### src/rtl/dvp_capture_ctrl_if.sv
// DVP capture control bus: sensor timing, capture commands and frame status.
// The slave modport is the sequencer side; master is the driver/observer side.
interface dvp_capture_ctrl_if;
  logic        vsync;
  logic        href;
  logic        pix_valid;
  logic        cmd_start;
  logic        cmd_cont;
  logic        cmd_stop;
  logic        cap_en;
  logic        busy;
  logic        frame_start;
  logic        frame_done;
  logic        frame_err;
  logic [15:0] frame_cnt;
  logic [7:0]  err_cnt;

  modport slave (
    input  vsync, href, pix_valid, cmd_start, cmd_cont, cmd_stop,
    output cap_en, busy, frame_start, frame_done, frame_err, frame_cnt, err_cnt
  );

  modport master (
    output vsync, href, pix_valid, cmd_start, cmd_cont, cmd_stop,
    input  cap_en, busy, frame_start, frame_done, frame_err, frame_cnt, err_cnt
  );
endinterface

### src/rtl/dvp_capture_ctrl.sv
// Frame-level sequencer for the DVP capture datapath (pclk domain).
// Arms on cmd_start, discards SKIP_FRAMES settling frames, then gates the
// datapath per frame (one-shot or continuous), checking line/pixel geometry
// and a vsync-to-vsync timeout.
// Optional build macro: DVP_CAP_STATS_EN enables the saturating err_cnt;
// without it err_cnt is tied to zero.
//
// state   | meaning
// --------+--------------------------------------------------------------
// IDLE    | not armed, datapath gated off
// SYNC    | armed, waiting for frame boundary, skipping settling frames
// CAPTURE | datapath enabled, counting lines/pixels of the current frame
module dvp_capture_ctrl #(
  parameter int WIDTH       = 640,
  parameter int HEIGHT      = 480,
  parameter int SKIP_FRAMES = 2,
  parameter int TIMEOUT_CYC = 2**22
) (
  input  logic                pclk,
  input  logic                rst_n,
  dvp_capture_ctrl_if.slave   bus
);

  localparam int PW = $clog2(WIDTH + 2);
  localparam int LW = $clog2(HEIGHT + 2);
  localparam int SW = $clog2(SKIP_FRAMES + 2);
  localparam int TW = (TIMEOUT_CYC > 2) ? $clog2(TIMEOUT_CYC) : 1;

  localparam logic [PW-1:0] PIX_EXP  = PW'(WIDTH);
  localparam logic [PW-1:0] PIX_MAX  = PW'(WIDTH + 1);
  localparam logic [LW-1:0] LINE_EXP = LW'(HEIGHT);
  localparam logic [LW-1:0] LINE_MAX = LW'(HEIGHT + 1);
  localparam logic [SW-1:0] SKIP_LD  = SW'(SKIP_FRAMES);
  // Down-counter reload: terminal count 0 is reached TIMEOUT_CYC cycles later.
  localparam logic [TW-1:0] TMO_LD   = TW'(TIMEOUT_CYC - 1);

  typedef enum logic [1:0] {
    IDLE    = 2'd0,
    SYNC    = 2'd1,
    CAPTURE = 2'd2
  } state_t;

  state_t        state;
  logic          vsync_q;
  logic          href_q;
  logic          cont;
  logic          stop_pend;
  logic          bad;
  logic [SW-1:0] skip_cnt;
  logic [LW-1:0] line_cnt;
  logic [PW-1:0] pix_cnt;
  logic [TW-1:0] tmo_cnt;

  logic          cap_en_r;
  logic          busy_r;
  logic          frame_start_r;
  logic          frame_done_r;
  logic          frame_err_r;
  logic [15:0]   frame_cnt_r;

  logic          vs_rise;
  logic          hr_rise;
  logic          line_bad;
  logic          frame_bad;
  logic          tmo_hit;

  // Edge detects and per-frame verdict derived from current counters.
  always_comb begin
    vs_rise   = bus.vsync & ~vsync_q;
    hr_rise   = bus.href & ~href_q;
    line_bad  = (pix_cnt != PIX_EXP);
    frame_bad = bad | line_bad | (line_cnt != LINE_EXP);
    tmo_hit   = (tmo_cnt == '0);
  end

  // Sequencer: state, counters and all registered outputs.
  always_ff @(posedge pclk or negedge rst_n) begin
    if (!rst_n) begin
      state         <= IDLE;
      vsync_q       <= 1'b0;
      href_q        <= 1'b0;
      cont          <= 1'b0;
      stop_pend     <= 1'b0;
      bad           <= 1'b0;
      skip_cnt      <= '0;
      line_cnt      <= '0;
      pix_cnt       <= '0;
      tmo_cnt       <= '0;
      cap_en_r      <= 1'b0;
      busy_r        <= 1'b0;
      frame_start_r <= 1'b0;
      frame_done_r  <= 1'b0;
      frame_err_r   <= 1'b0;
      frame_cnt_r   <= '0;
    end else begin
      vsync_q       <= bus.vsync;
      href_q        <= bus.href;
      frame_start_r <= 1'b0;
      frame_done_r  <= 1'b0;
      frame_err_r   <= 1'b0;

      case (state)
        IDLE: begin
          cap_en_r  <= 1'b0;
          busy_r    <= 1'b0;
          stop_pend <= 1'b0;
          // A simultaneous stop cancels the start.
          if (bus.cmd_start && !bus.cmd_stop) begin
            state    <= SYNC;
            busy_r   <= 1'b1;
            cont     <= bus.cmd_cont;
            skip_cnt <= SKIP_LD;
            tmo_cnt  <= TMO_LD;
          end
        end

        SYNC: begin
          if (bus.cmd_stop) begin
            state  <= IDLE;
            busy_r <= 1'b0;
          end else if (vs_rise) begin
            tmo_cnt <= TMO_LD;
            if (skip_cnt != '0) begin
              skip_cnt <= skip_cnt - SW'(1);
            end else begin
              state         <= CAPTURE;
              cap_en_r      <= 1'b1;
              frame_start_r <= 1'b1;
              line_cnt      <= '0;
              pix_cnt       <= '0;
              bad           <= 1'b0;
            end
          end else if (tmo_hit) begin
            state       <= IDLE;
            busy_r      <= 1'b0;
            frame_err_r <= 1'b1;
          end else begin
            tmo_cnt <= tmo_cnt - TW'(1);
          end
        end

        CAPTURE: begin
          if (bus.cmd_stop) stop_pend <= 1'b1;
          if (vs_rise) begin
            tmo_cnt      <= TMO_LD;
            frame_done_r <= 1'b1;
            if (frame_bad) frame_err_r <= 1'b1;
            else           frame_cnt_r <= frame_cnt_r + 16'd1;
            line_cnt <= '0;
            pix_cnt  <= '0;
            bad      <= 1'b0;
            // A stop arriving on the boundary cycle also ends the run here.
            if (cont && !stop_pend && !bus.cmd_stop) begin
              frame_start_r <= 1'b1;
            end else begin
              state    <= IDLE;
              cap_en_r <= 1'b0;
              busy_r   <= 1'b0;
            end
          end else if (tmo_hit) begin
            state       <= IDLE;
            cap_en_r    <= 1'b0;
            busy_r      <= 1'b0;
            frame_err_r <= 1'b1;
          end else begin
            tmo_cnt <= tmo_cnt - TW'(1);
            if (hr_rise) begin
              if (line_cnt != LINE_MAX) line_cnt <= line_cnt + LW'(1);
              // The first href only opens line 1; later ones close the previous line.
              if (line_cnt != '0 && line_bad) bad <= 1'b1;
              // A pixel on the href edge belongs to the new line.
              pix_cnt <= PW'(bus.pix_valid);
            end else if (bus.pix_valid && pix_cnt != PIX_MAX) begin
              pix_cnt <= pix_cnt + PW'(1);
            end
          end
        end

        default: begin
          state    <= IDLE;
          cap_en_r <= 1'b0;
          busy_r   <= 1'b0;
        end
      endcase
    end
  end

`ifdef DVP_CAP_STATS_EN
  logic       start_acc;
  logic [7:0] err_cnt_r;

  always_comb begin
    start_acc = (state == IDLE) & bus.cmd_start & ~bus.cmd_stop;
  end

  // Errored-frame statistics: saturating, restarted with each accepted start.
  always_ff @(posedge pclk or negedge rst_n) begin
    if (!rst_n) begin
      err_cnt_r <= '0;
    end else if (start_acc) begin
      err_cnt_r <= '0;
    end else if (frame_err_r && err_cnt_r != 8'hff) begin
      err_cnt_r <= err_cnt_r + 8'd1;
    end
  end

  assign bus.err_cnt = err_cnt_r;
`else
  assign bus.err_cnt = 8'd0;
`endif

  assign bus.cap_en      = cap_en_r;
  assign bus.busy        = busy_r;
  assign bus.frame_start = frame_start_r;
  assign bus.frame_done  = frame_done_r;
  assign bus.frame_err   = frame_err_r;
  assign bus.frame_cnt   = frame_cnt_r;

endmodule

### src/flat_wrapper.sv
// flat-port wrapper written by rule: the top's interface ports become plain ports
module dvp_capture_ctrl_flat 
#(
  parameter int WIDTH       = 640,
  parameter int HEIGHT      = 480,
  parameter int SKIP_FRAMES = 2,
  parameter int TIMEOUT_CYC = 2**22
)
  (pclk, rst_n, bus_vsync, bus_href, bus_pix_valid, bus_cmd_start, bus_cmd_cont, bus_cmd_stop, bus_cap_en, bus_busy, bus_frame_start, bus_frame_done, bus_frame_err, bus_frame_cnt, bus_err_cnt);
  dvp_capture_ctrl_if bus_i ();
  input  logic pclk;
  input  logic rst_n;
  input wire logic [$bits(bus_i.vsync)-1:0] bus_vsync;
  input wire logic [$bits(bus_i.href)-1:0] bus_href;
  input wire logic [$bits(bus_i.pix_valid)-1:0] bus_pix_valid;
  input wire logic [$bits(bus_i.cmd_start)-1:0] bus_cmd_start;
  input wire logic [$bits(bus_i.cmd_cont)-1:0] bus_cmd_cont;
  input wire logic [$bits(bus_i.cmd_stop)-1:0] bus_cmd_stop;
  output wire logic [$bits(bus_i.cap_en)-1:0] bus_cap_en;
  output wire logic [$bits(bus_i.busy)-1:0] bus_busy;
  output wire logic [$bits(bus_i.frame_start)-1:0] bus_frame_start;
  output wire logic [$bits(bus_i.frame_done)-1:0] bus_frame_done;
  output wire logic [$bits(bus_i.frame_err)-1:0] bus_frame_err;
  output wire logic [$bits(bus_i.frame_cnt)-1:0] bus_frame_cnt;
  output wire logic [$bits(bus_i.err_cnt)-1:0] bus_err_cnt;
  assign bus_i.vsync = bus_vsync;
  assign bus_i.href = bus_href;
  assign bus_i.pix_valid = bus_pix_valid;
  assign bus_i.cmd_start = bus_cmd_start;
  assign bus_i.cmd_cont = bus_cmd_cont;
  assign bus_i.cmd_stop = bus_cmd_stop;
  assign bus_cap_en = bus_i.cap_en;
  assign bus_busy = bus_i.busy;
  assign bus_frame_start = bus_i.frame_start;
  assign bus_frame_done = bus_i.frame_done;
  assign bus_frame_err = bus_i.frame_err;
  assign bus_frame_cnt = bus_i.frame_cnt;
  assign bus_err_cnt = bus_i.err_cnt;
  dvp_capture_ctrl #(.WIDTH(WIDTH), .HEIGHT(HEIGHT), .SKIP_FRAMES(SKIP_FRAMES), .TIMEOUT_CYC(TIMEOUT_CYC)) u_core (.pclk(pclk), .rst_n(rst_n), .bus(bus_i));
endmodule
### config.mk
export PLATFORM = sky130hd
export DESIGN_NAME = dvp_capture_ctrl_flat
export DESIGN_NICKNAME = d
export VERILOG_FILES = /design/src/rtl/dvp_capture_ctrl_if.sv /design/src/rtl/dvp_capture_ctrl.sv /design/src/flat_wrapper.sv
export SDC_FILE = /design/constraint.sdc
export NUM_CORES = 1
export LEC_CHECK = 0
export ABC_AREA = 1
export BUFFER_PORTS_ARGS = -buffer_cell sky130_fd_sc_hd__buf_2
export CAP_MARGIN = 20
export CORE_MARGIN = 3
export CORE_UTILIZATION = 45
export CTS_CLUSTER_SIZE = 8
export DETAILED_ROUTE_END_ITERATION = 6
export GPL_ROUTABILITY_DRIVEN = 1
export PLACE_DENSITY = 0.73
export SLEW_MARGIN = 20
export SYNTH_ARGS = -nofsm -noshare
export SYNTH_HDL_FRONTEND = slang
export SYNTH_SLANG_ARGS = --single-unit
### constraint.sdc
create_clock -name pclk -period 2.3 [get_ports pclk]
set_input_delay 0 -clock pclk [delete_from_list [all_inputs] [get_ports pclk]]
set_output_delay 0 -clock pclk [all_outputs]
set_load 0.01 [all_outputs]
=== Word level (Yosys, flattened, before mapping) ===
Index checks and enable logic that the tools add are counted.

* Bits of input ports: 8
* Logic and storage cells: 146
* RAM bits: 0
* Memories kept: 0
* Bits in latches: 0
* Register bits after elaboration: 71
* Bits in read-only memories: 0

* Shift-type cells: 0
* Muxes and demuxes: 71
* Reduce and logical (&&, ||, !) cells: 26
* Div/mod/pow operators: 0
* $mul: 0
* Add/subtract/negate cells: 5
* Order comparisons: 0
* Bitwise logic cells: 7
* Eq/ne operators: 21

{| class="wikitable"
|+ Operators by type and width
! cell !! number
|-
| $mux W22 || 4
|-
| $mux W10 || 7
|-
| $pmux W22 S3 || 1
|-
| $mux W9 || 7
|-
| $mux W1 || 31
|-
| $logic_not A22 Y1 || 1
|-
| $mux W2 || 11
|-
| $sub A22 B1 Y22 const B || 1
|-
| $ne A10 B10 Y1 const B || 2
|-
| $pmux W10 S2 || 1
|-
| $ne A9 B9 Y1 const B || 2
|-
| $pmux W9 S2 || 1
|-
| $add A16 B1 Y16 const B || 1
|-
| $reduce_and A7 Y1 || 2
|-
| $ne A3 B1 Y1 const B || 4
|-
| $add A10 B1 Y10 const B || 1
|-
| $pmux W1 S2 || 5
|-
| $reduce_and A5 Y1 || 2
|-
| $add A9 B1 Y9 const B || 1
|-
| $reduce_and A3 Y1 || 3
|-
| $reduce_bool A9 Y1 || 1
|-
| $reduce_bool A2 Y1 || 4
|-
| $ne A2 B1 Y1 const B || 3
|-
| $ne A2 B2 Y1 const B || 3
|-
| other kinds (19) || 31
|}

=== Logic depth before layout (Yosys ltp) ===
Gate-level depths: netlist (run 1).

* Word-level depth: 7
* Gate-level depth with buffers: 12
* Gate-level depth less buffers: 12

=== Least setup slack after synthesis (run 1) ===
Ideal clock, no wire load.

* Kind: register to register
* From: reg u_core.state[0]
* To: reg u_core.line_cnt[4]
* Library setup time: 0.117 ns
* Arrival time: 1.465 ns
* Period minus slack after synthesis: 1.582 ns
* Buffers on the path: 0
* Cell stages (with the launch flop): 11
* Path slack: 0.718 ns
* Required time: 2.183 ns
* Path through: dfrtp_1 > inv_1 > ha_1 > nand2_4 > inv_2 > nand2_1 > nand4_2 > nor2_4 > nand2_4 > nand2_1 > nand2_1

* Longest elaborated chain between the ends: 3
* Elaborated cells between the ends (all ways): 11
* Those cells by class: eq/ne (8); mux (1); reduce/logical (2)

{| class="wikitable"
|+ RTL lines
! item !! line !! RTL
|-
| from (decl) || dvp_capture_ctrl.sv:43 || <nowiki>state_t state;</nowiki>
|-
| from (signal assigned) || dvp_capture_ctrl.sv:79 || <nowiki>state <= IDLE;</nowiki>
|-
| from (signal assigned) || dvp_capture_ctrl.sv:109 || <nowiki>state <= SYNC;</nowiki>
|-
| from (signal assigned) || dvp_capture_ctrl.sv:119 || <nowiki>state <= IDLE;</nowiki>
|-
| $eq A2 B2 Y1 / $eq A2 B1 Y1 (equally long branches) || dvp_capture_ctrl.sv:102 || <nowiki>case (state)</nowiki>
|-
| $ne A3 B1 Y1 (no source line), or another cell as far along || - ||
|-
| $reduce_and A7 Y1 (no source line) || - ||
|-
| to (signal assigned) || dvp_capture_ctrl.sv:168 || <nowiki>if (line_cnt != LINE_MAX) line_cnt <= line_cnt + LW'(1);</nowiki>
|-
| to (decl) || dvp_capture_ctrl.sv:50 || <nowiki>logic [LW-1:0] line_cnt;</nowiki>
|}

Several ways; a longest one is shown, not always the timed one.
A chain may end at the register's enable or synchronous reset.

=== Worst setup path after layout (run 1) ===
* From: reg u_core.state[1]
* To: reg u_core.tmo_cnt[5]

* Longest elaborated chain between the ends: 3
* Elaborated cells between the ends (all ways): 8
* Those cells by class: eq/ne (4); mux (1); reduce/logical (3)

{| class="wikitable"
|+ RTL lines
! item !! line !! RTL
|-
| $eq A2 B1 Y1, or another cell as far along || dvp_capture_ctrl.sv:102 ||
|-
| $ne A2 B2 Y1 (no source line), or another cell as far along || - ||
|-
| $reduce_and A3 Y1 (no source line) || - ||
|-
| to (signal assigned) || dvp_capture_ctrl.sv:138 || <nowiki>tmo_cnt <= tmo_cnt - TW'(1);</nowiki>
|-
| to (signal assigned) || dvp_capture_ctrl.sv:166 || <nowiki>tmo_cnt <= tmo_cnt - TW'(1);</nowiki>
|-
| to (decl) || dvp_capture_ctrl.sv:52 || <nowiki>logic [TW-1:0] tmo_cnt;</nowiki>
|}

Several ways; a longest one is shown, not always the timed one.

==> flow_summary.toml, run 1 <==
[clocking]
htreeDepth = 3
max-clock-path-buffers = 2
clock-root-buffer = "clkbuf_8"
clk_latency_ns = 0.36
cts.sinks = 71
clkTransAtPathRegs_ns = 0.08
cts_tree = "built"
cts_setup_buffers = 0
cts_buffers = 9

[synth]
synth.avg_cell_area_um2 = 7.03
synth-seq-cells = 71
synth_top_family_by_area = "simple AND/OR/NAND/NOR gates"
synth_compound_area_frac = 0.0667
synth_cell_types = 43
syn_area_um2 = 4800
synth_warnings = 0
synth_flop_cell = "dfrtp_1"
synth-simple-area-share = 0.412
synth_fa_ha_area_frac = 0.0365
synthCells = 683
async_flop_share = 1.00
ys_seq_area_frac = 0.370
synth_enable_flop_cells = 0
synthXorXnorAreaFrac = 0.0146
synthMuxAreaShare = 0.00234

[sta]
clock_skew_ns = 0.0184
period_needed_ns = 2.02
drv_slew = 0
slew_headroom = 0.404
worstMarginPinSlew_ns = 0.894
setup_slack_ns = 0.277
fmax_mhz = 494
period_share = 0.880
finalSetupTns_ns = 0
hold_viol_final = 0
setup_viol = 0
rsz0062_at_grt = "false"

[global_routing]
grt_max_degree = 72
grt_overflow = 0
grt.total_usage = 0.205
antenna_found_initial = 0
grt_pass1_wl_um = 19700
grt_pass1_vias = 4291

[power]
peakVddDrop_mv = 0.461
leakage_nw = 2.64
power_density_nw_per_um2 = 842

[cells_and_area]
syn2layout_area_growth_pct = 10.4
drive_gt1_frac = 0.129
nets = 743
multi_input_area_um2 = 2580
nFillCells = 995
antennaDiodeCount = 0
stdcell_area_um2 = 5300
seq_area_um2 = 1780

[critical_path]
worst_path_max_delay_cell = "dfrtp_1"
cp_max_fo = 36
criticalPathCategory = "reg2reg"
crit_path_end_kind = "flip-flop"
critical_path_required_ns = 2.58
max_stage_delay_ns = 0.37
crit_family = "simple AND/OR/NAND/NOR gates"
critPathLaunchType = "flip-flop"
arrival_ns = 2.31
crit_buf_inv = 1
cp_cell_sequence = "inv_1, ha_1, nand2_1, nand2_1, nor2_2, nand2_2, nand2_4, o21ai_0, o21ai_0"

[die]
die_x_um = 109
chipHeight_um = 109
io_pins = 37
initial_core_util = 0.463
rows = 37
core_um2 = 10400
die_area_um2 = 11900

[worst_hold_path]
hold_class = "in2reg"

[detailed_routing]
routed_wl_um = 11200
dr.pass1.iters = 5
drtAntennaViolNets = 0
drtIter0Drc = 329
vias_per_cell = 5.21
drc_errors = 0
routedWlPerCell_um = 12.9
vias = 4489

[placement]
portBuffers = 28
place_area_um2 = 5050
pre_cts_ws_ns = 0.294
place_congestion = 0.916
dpl.hpwl_um = 7980

[run_status]
outcome = "complete, no violations"

[job]
cap_violations = 0
-- cell usage after synthesis, drive strengths merged, types with 2 or more instances --
| library cell | n | area share |
|---|---|---|
| o21ai | 38 | 0.040 |
| o21bai | 4 | 0.0063 |
| nand3 | 89 | 0.098 |
| inv | 88 | 0.069 |
| nand2 | 199 | 0.16 |
| buf | 13 | 0.023 |
| nor3 | 13 | 0.018 |
| nand4 | 20 | 0.030 |
| nand3b | 2 | 0.0031 |
| a21oi | 13 | 0.014 |
| nor2 | 91 | 0.088 |
| or2 | 2 | 0.0026 |
| clkbuf | 4 | 0.0031 |
| dfrtp | 71 | 0.37 |
| ha | 14 | 0.036 |
| clkinv | 2 | 0.0026 |
| nor4 | 5 | 0.0078 |
| xnor2 | 2 | 0.0036 |
| xor2 | 6 | 0.011 |
-- worst min-delay path, cell delays in order --
cell and delay (ns):
buf_2 0.09, inv_1 0.08, a211oi_1 0.07, nand2_1 0.06, nand2_1 0.04
-- area by class of cell --
| cell class | count | share of cell area |
|---|---|---|
| inverter | 90 | 0.0646 |
| tap | 136 | 0.0321 |
| timing repair buffer | 37 | 0.0415 |
| sequential | 71 | 0.335 |
| clock buffer | 13 | 0.0318 |
| clock inverter | 3 | 0.00755 |
| multi-input combinational | 512 | 0.487 |
-- registers in the layout, indices dropped and copies added, names as in the netlist, 2 cells and up --
signal	flops
u_core.tmo_cnt	22
u_core.pix_cnt	10
u_core.state	2
u_core.bus.frame_cnt	16
u_core.skip_cnt	2
u_core.line_cnt	9
-- worst paths after layout --
path | slack, ns | end | start | cells after the start
min in group asynchronous | 0.34 | u_core.tmo_cnt[7] | rst_n | 2
worst min register to register | 0.49 | u_core.tmo_cnt[0] | u_core.tmo_cnt[0] | 1
worst max register to register | 0.28 | u_core.tmo_cnt[5] | u_core.state[1] | 9
worst min-delay path | 0.02 | u_core.pix_cnt[0] | bus_pix_valid | 5
max in group asynchronous | 1.39 | u_core.pix_cnt[8] | rst_n | 2
worst max-delay path | 0.28 | u_core.tmo_cnt[5] | u_core.state[1] | 9
-- kinds of logic (layout without fill, tap and decap cells) --
logic type	Yosys count	after routing
AOI/OAI and AO/OA	60	60
xor gates and xnor gates	8	8
adders and majority gates	14	14
buffers and inverters	107	143
DFF	71	71
muxes	1	1
other	1	8
and+or+nand+nor	421	421
-- timing repair --
| action | in CTS | in global routing |
|---|---|---|
| hold buffers | 4 | 0 |
| endpoints found under the hold margin | 74 | 0 |
| endpoints found under the setup margin | 0 | 0 |
| gates resized for setup | 0 | 0 |
-- through the flow --
stage / std cells / utilization / power [mW] / hold WS (ns)
floorplan: 690 / - / 3.04 / -0.296
global placement: 842 / 0.487 / 3.32 / 0.124
detailed placement: 842 / 0.487 / 3.40 / 0.122
CTS: 862 / 0.511 / 4.48 / 0.00780
global route: 862 / 0.511 / 4.83 / 0.0784
finish: 862 / 0.511 / 4.47 / 0.0163
-- per-layer routing --
metal  part of all wire  GRT usage
met1               0.47      0.280
met2               0.47      0.324
met3              0.046     0.0264
met4              0.024     0.0980
met5                  0          0
-- placed cells by master, fill, tap and decap left out, types with 13 or more instances in the layout --
master | netlist | layout
buf_2 | 1 | 27
o21ai_0 | 21 | 21
a21oi_1 | 13 | 13
nor2_1 | 73 | 73
inv_1 | 82 | 82
o21ai_1 | 17 | 17
dfrtp_1 | 71 | 71
nand2_1 | 188 | 188
nand4_1 | 18 | 18
nor2_2 | 13 | 13
nand3_1 | 87 | 87
ha_1 | 14 | 14
-- report_power, final --
| part | switching, mW | total, mW | internal [mW] |
|---|---|---|---|
| Sequential | 0.183 | 1.63 | 1.45 |
| Clock | 0.491 | 1.08 | 0.588 |
| Combinational | 1.24 | 1.76 | 0.517 |
No activity file was read; power rests on OpenSTA's default activity.
==> run 2, diff against run 1 <==
Settings changed: ABC_AREA 1 to default.
==> flow_summary.toml, run 2 <==
[run_status]
outcome = "complete, no violations"

[die]
initial_core_util = 0.466
die_area_um2 = 10300
die_x_um = 102
io_pins = 37
core_um2 = 8810
rows = 34
chipHeight_um = 102

[job]
cap_violations = 0

[synth]
synth_warnings = 0
synth_enable_flop_cells = 0
ys_seq_area_frac = 0.433
yosysTopAreaCell = "dfrtp_1"
synth_flop_cell = "dfrtp_1"
synth_top_area_share = 0.433
synthCells = 417
synth.avg_cell_area_um2 = 9.85
synth-seq-cells = 71
yosysMostFrequentCell = "dfrtp_1"
yosys-top-cells-count = "dfrtp_1, nand2_1, nand3_1, nor2_1, inv_1"
synth_cell_types = 70
async_flop_share = 1.00
synthTopCellsByArea = "dfrtp_1, ha_1, xnor2_1"
syn_area_um2 = 4110

[power]
peakVddDrop_mv = 0.575
power_density_nw_per_um2 = 832
leakage_nw = 2.07

[placement]
place_congestion = 0.891
place_area_um2 = 4450
portBuffers = 28
dpl.hpwl_um = 6540

[global_routing]
grt_overflow = 0
grt_pass1_vias = 3322
grt_max_degree = 27
antenna_found_initial = 0
grt_pass1_wl_um = 15700
grt.total_usage = 0.189

[sta]
drv_slew = 0
period_needed_ns = 2.16
period_share = 0.938
setup_viol = 0
whs_ns = 0.0445
clock_skew_ns = 0.00540
hold_viol_final = 0
worstMarginPinSlew_ns = 0.579
slew_headroom = 0.608
fmax_mhz = 464

[worst_hold_path]
hold_class = "in2reg"

[detailed_routing]
routedWlPerCell_um = 15.5
drc_errors = 0
drtAntennaViolNets = 0
vias = 3450
routed_wl_um = 9050
vias_per_cell = 5.91
drtIter0Drc = 144
dr.pass1.iters = 4

[clocking]
clkTransAtPathRegs_ns = 0.08
clk_latency_ns = 0.35
cts.sinks = 71
cts_tree = "built"
max-clock-path-buffers = 2
clock-root-buffer = "clkbuf_8"
cts_buffers = 9
htreeDepth = 3

[critical_path]
worst_path_max_delay_cell = "nor4bb_1"
cp_cell_sequence = "nor4bb_1, nand4_1, nor4b_4, buf_12, mux2_1"
critPathLaunchType = "flip-flop"
cp_max_fo = 16
criticalPathCategory = "reg2reg"
crit_start = "u_core.pix_cnt[6]"
cp.depth = 5
crit_path_end_kind = "flip-flop"
critical_path_required_ns = 2.54
critPathCapture = "u_core.bus.frame_cnt[1]"
crit_buf_inv = 1
rr_endpoint = "u_core.bus.frame_cnt[1]"
worstReg2RegStart = "u_core.pix_cnt[6]"
ff2ff_path_depth = 5
max_stage_delay_ns = 0.43
arrival_ns = 2.40
timing.reg2reg.setup_slack_ns = 0.14
crit_family = "simple AND/OR/NAND/NOR gates"

[cells_and_area]
fin_util = 0.551
nFillCells = 753
stdcell_area_um2 = 4850
antennaDiodeCount = 0
layout_common_cells = "dfrtp_1, buf_2, nand2_1, nand3_1, buf_4"
top_register = "u_core.tmo_cnt"
multi_input_area_um2 = 2230
seq_area_um2 = 1780
nets = 493
layout_commonest_cell = "dfrtp_1"
drive_gt1_frac = 0.181
largest_reg_flops = 22
syn2layout_area_growth_pct = 18.1
[run 2: kinds of logic (layout without fill, tap and decap cells)]
kind of cell,after synthesis,in the layout,share of synthesized area
AND/OR/NAND/NOR,166,166,0.245
AO/OA/AOI/OAI,102,102,0.181
flip-flops,71,71,0.433
buffers and inverters,41,93,0.0484
XOR/XNOR,16,16,0.0341
adder cells (fa/ha/maj),14,14,0.0426
multiplexers,6,6,0.0152
other,1,8,0.000913
[run 2: worst min path at each step]
stage / depth (start not counted) / to / start / slack [ns]
floorplan: 0 / u_core.bad / rst_n / -0.30
global placement: 1 / u_core.bus.frame_cnt[4] / rst_n / -0.02
detailed placement: 1 / u_core.bus.frame_cnt[4] / rst_n / -0.02
CTS: 3 / u_core.stop_pend / bus_cmd_stop / 0.03
global route: 3 / u_core.stop_pend / bus_cmd_stop / 0.07
finish: 3 / u_core.stop_pend / bus_cmd_stop / 0.04
[run 2: per-stage QoR]
stage | total power [mW] | setup TNS [ns] | worst slack [ns] | cells
after floorplan | 2.31 | 0 | 0.196 | 424
final | 4.03 | 0 | 0.143 | 584
after global placement | 2.69 | 0 | 0.0282 | 559
after CTS | 3.95 | 0 | 0.0260 | 580
after detailed placement | 2.73 | -0.123 | -0.0935 | 559
after global routing | 4.29 | -0.00247 | -0.00247 | 584
[run 2: report_power, final]
part           internal (mW)  switching [mW]
Combinational          0.586           0.853
Clock                  0.719           0.479
Sequential              1.33          0.0659
Total                   2.64            1.40
[run 2: routing by layer]
layer / GRT usage / routed length [um]
met4: 0.0470 / 78
met3: 0.0530 / 485
met2: 0.303 / 4510
met1: 0.253 / 3980
met5: 0 / 0
[run 2: what timing repair did]
action | in CTS | in global routing
gates resized for setup | 1 | 9
endpoints found under the setup margin | 2 | 19
hold buffers | 5 | 0
hold endpoints to repair | 24 | 0
buffers inserted | 0 | 4
pin swaps | 0 | 5
[run 2: area by class of cell]
class                      instances  area share
tap                              108      0.0278
timing repair buffer              58      0.0830
inverter                          19      0.0147
multi-input combinational        312       0.460
clock inverter                     6      0.0224
clock buffer                      10      0.0263
sequential                        71       0.366
[run 2: tightest hold or removal path, cell delays in order]
cell and delay (ns):
buf_2 0.19, o21ai_0 0.10, o21ai_0 0.06
==> run 3, diff against run 2 <==
Settings changed: CORE_ASPECT_RATIO from default to 1.25.
==> flow_summary.toml, run 3 (synthesized netlist as in run 2, its figures left out) <==
[detailed_routing]
drtIter0Drc = 174
dr.pass1.iters = 5
vias = 3414
routedWlPerCell_um = 15.1
drc_errors = 0
routed_wl_um = 8990
drtAntennaViolNets = 0
vias_per_cell = 5.73

[placement]
dpl.hpwl_um = 6450
place_congestion = 0.896
portBuffers = 28
pre_cts_ws_ns = -0.00706
place_inst = 573

[sta]
worstMarginPinSlew_ns = 0.602
finalSetupTns_ns = 0
hold_viol_final = 0
fmax_mhz = 441
slew_headroom = 0.593
period_needed_ns = 2.27
setup_slack_ns = 0.0324
clock_skew_ns = 0.0129
setup_viol = 0
whs_ns = 0.0322
period_share = 0.986
drv_slew = 0

[cells_and_area]
layout_common_cells = "dfrtp_1, buf_2, nand2_1, nand3_1, buf_4"
antennaDiodeCount = 0
nets = 493
layout_commonest_cell = "dfrtp_1"
top_register = "u_core.tmo_cnt"
nFillCells = 742
fin_cells = 596
multi_input_area_um2 = 2200
largest_reg_flops = 22
syn2layout_area_growth_pct = 16.8
seq_area_um2 = 1780
drive_gt1_frac = 0.183

[die]
chipHeight_um = 113
rows = 38
initial_core_util = 0.467
core_um2 = 8800
die_area_um2 = 10300
io_pins = 37
die_x_um = 91.5

[critical_path]
critical_path_required_ns = 2.52
ff2ff_path_depth = 8
cp_cell_sequence = "inv_1, ha_1, or3_1, o31ai_4, buf_6, nand2_1, o41ai_2, o31ai_1"
worst_path_max_delay_cell = "or3_1"
max_stage_delay_ns = 0.46
crit_path_end_kind = "flip-flop"
cp_max_fo = 13
criticalPathCategory = "reg2reg"
arrival_ns = 2.49
critPathLaunchType = "flip-flop"

[clocking]
clkTransAtPathRegs_ns = 0.08
clock-root-buffer = "clkbuf_8"
cts_tree = "built"
htreeDepth = 3
cts_buffers = 9
clk_latency_ns = 0.36
max-clock-path-buffers = 2
cts.sinks = 71

[global_routing]
grt_max_degree = 49
grt.total_usage = 0.181
grt_pass1_wl_um = 15400
antenna_found_initial = 0
grt_pass1_vias = 3249
grt_overflow = 0

[worst_hold_path]
hold_class = "in2reg"
hold_depth = 3

[power]
leakage_nw = 2.03
peakVddDrop_mv = 0.678
power_density_nw_per_um2 = 789

[run_status]
outcome = "complete, no violations"

[job]
cap_violations = 0
-- run 3: critical path, delay by kind of cell (launching register included) --
kind	cells	cell delay, ns
and+or+nand+nor	2	0.58
buffers and inverters	2	0.28
DFF	1	0.40
adders and majority gates	1	0.25
AOI/OAI and AO/OA	3	0.61
-- run 3: final cells by class --
cell class | count | area share
flip-flops and latches | 71 | 0.370
inverters | 19 | 0.0149
clock buffers | 9 | 0.0258
repair buffers | 58 | 0.0847
multi-input cells | 312 | 0.458
clock inverters | 7 | 0.0151
well taps | 120 | 0.0313
-- run 3: path summary, 6_finish.rpt --
| path | to | start | slack [ns] |
|---|---|---|---|
| setup reg to reg | u_core.tmo_cnt[14] | u_core.state[1] | 0.03 |
| hold reg to reg | u_core.bus.frame_cnt[15] | u_core.bus.frame_cnt[15] | 0.48 |
| hold / removal | u_core.pix_cnt[0] | bus_pix_valid | 0.03 |
| min in group asynchronous | u_core.bus.frame_cnt[7] | rst_n | 0.17 |
| setup / recovery | u_core.tmo_cnt[14] | u_core.state[1] | 0.03 |
| max in group asynchronous | u_core.href_q | rst_n | 1.47 |
-- run 3: timing repair --
action                                 4_1_cts  5_1_grt
buffers inserted                             2        0
pin swaps                                    1        1
hold buffers                                 5        0
endpoints found under the hold margin       27        0
setup endpoints to repair                    2       13
gates resized for setup                      0        8
-- run 3: per-layer routing --
layer / GRT usage / routed length, um / vias to the layer above
met5: 0 / 0 / -
met4: 0.0644 / 135 / 0
met3: 0.0379 / 305 / 15
met2: 0.295 / 4510 / 62
met1: 0.237 / 4040 / 1666
li1: - / - / 1671
-- run 3: power breakdown --
group | total [mW] | internal, mW | leakage [nW] | switching [mW]
Combinational | 1.39 | 0.549 | 1.07 | 0.843
Clock | 1.00 | 0.502 | 0.0956 | 0.498
Sequential | 1.40 | 1.33 | 0.865 | 0.0646
-- run 3: metrics by stage --
step | utilization | power, mW | cell area (um2)
6_report | 0.546 | 3.79 | 4800
5_1_grt | 0.546 | 4.03 | 4800
4_1_cts | 0.541 | 3.75 | 4760
3_5_place_dp | 0.511 | 2.70 | 4490
3_3_place_gp | 0.511 | 2.65 | 4490
2_1_floorplan | - | 2.31 | 4130
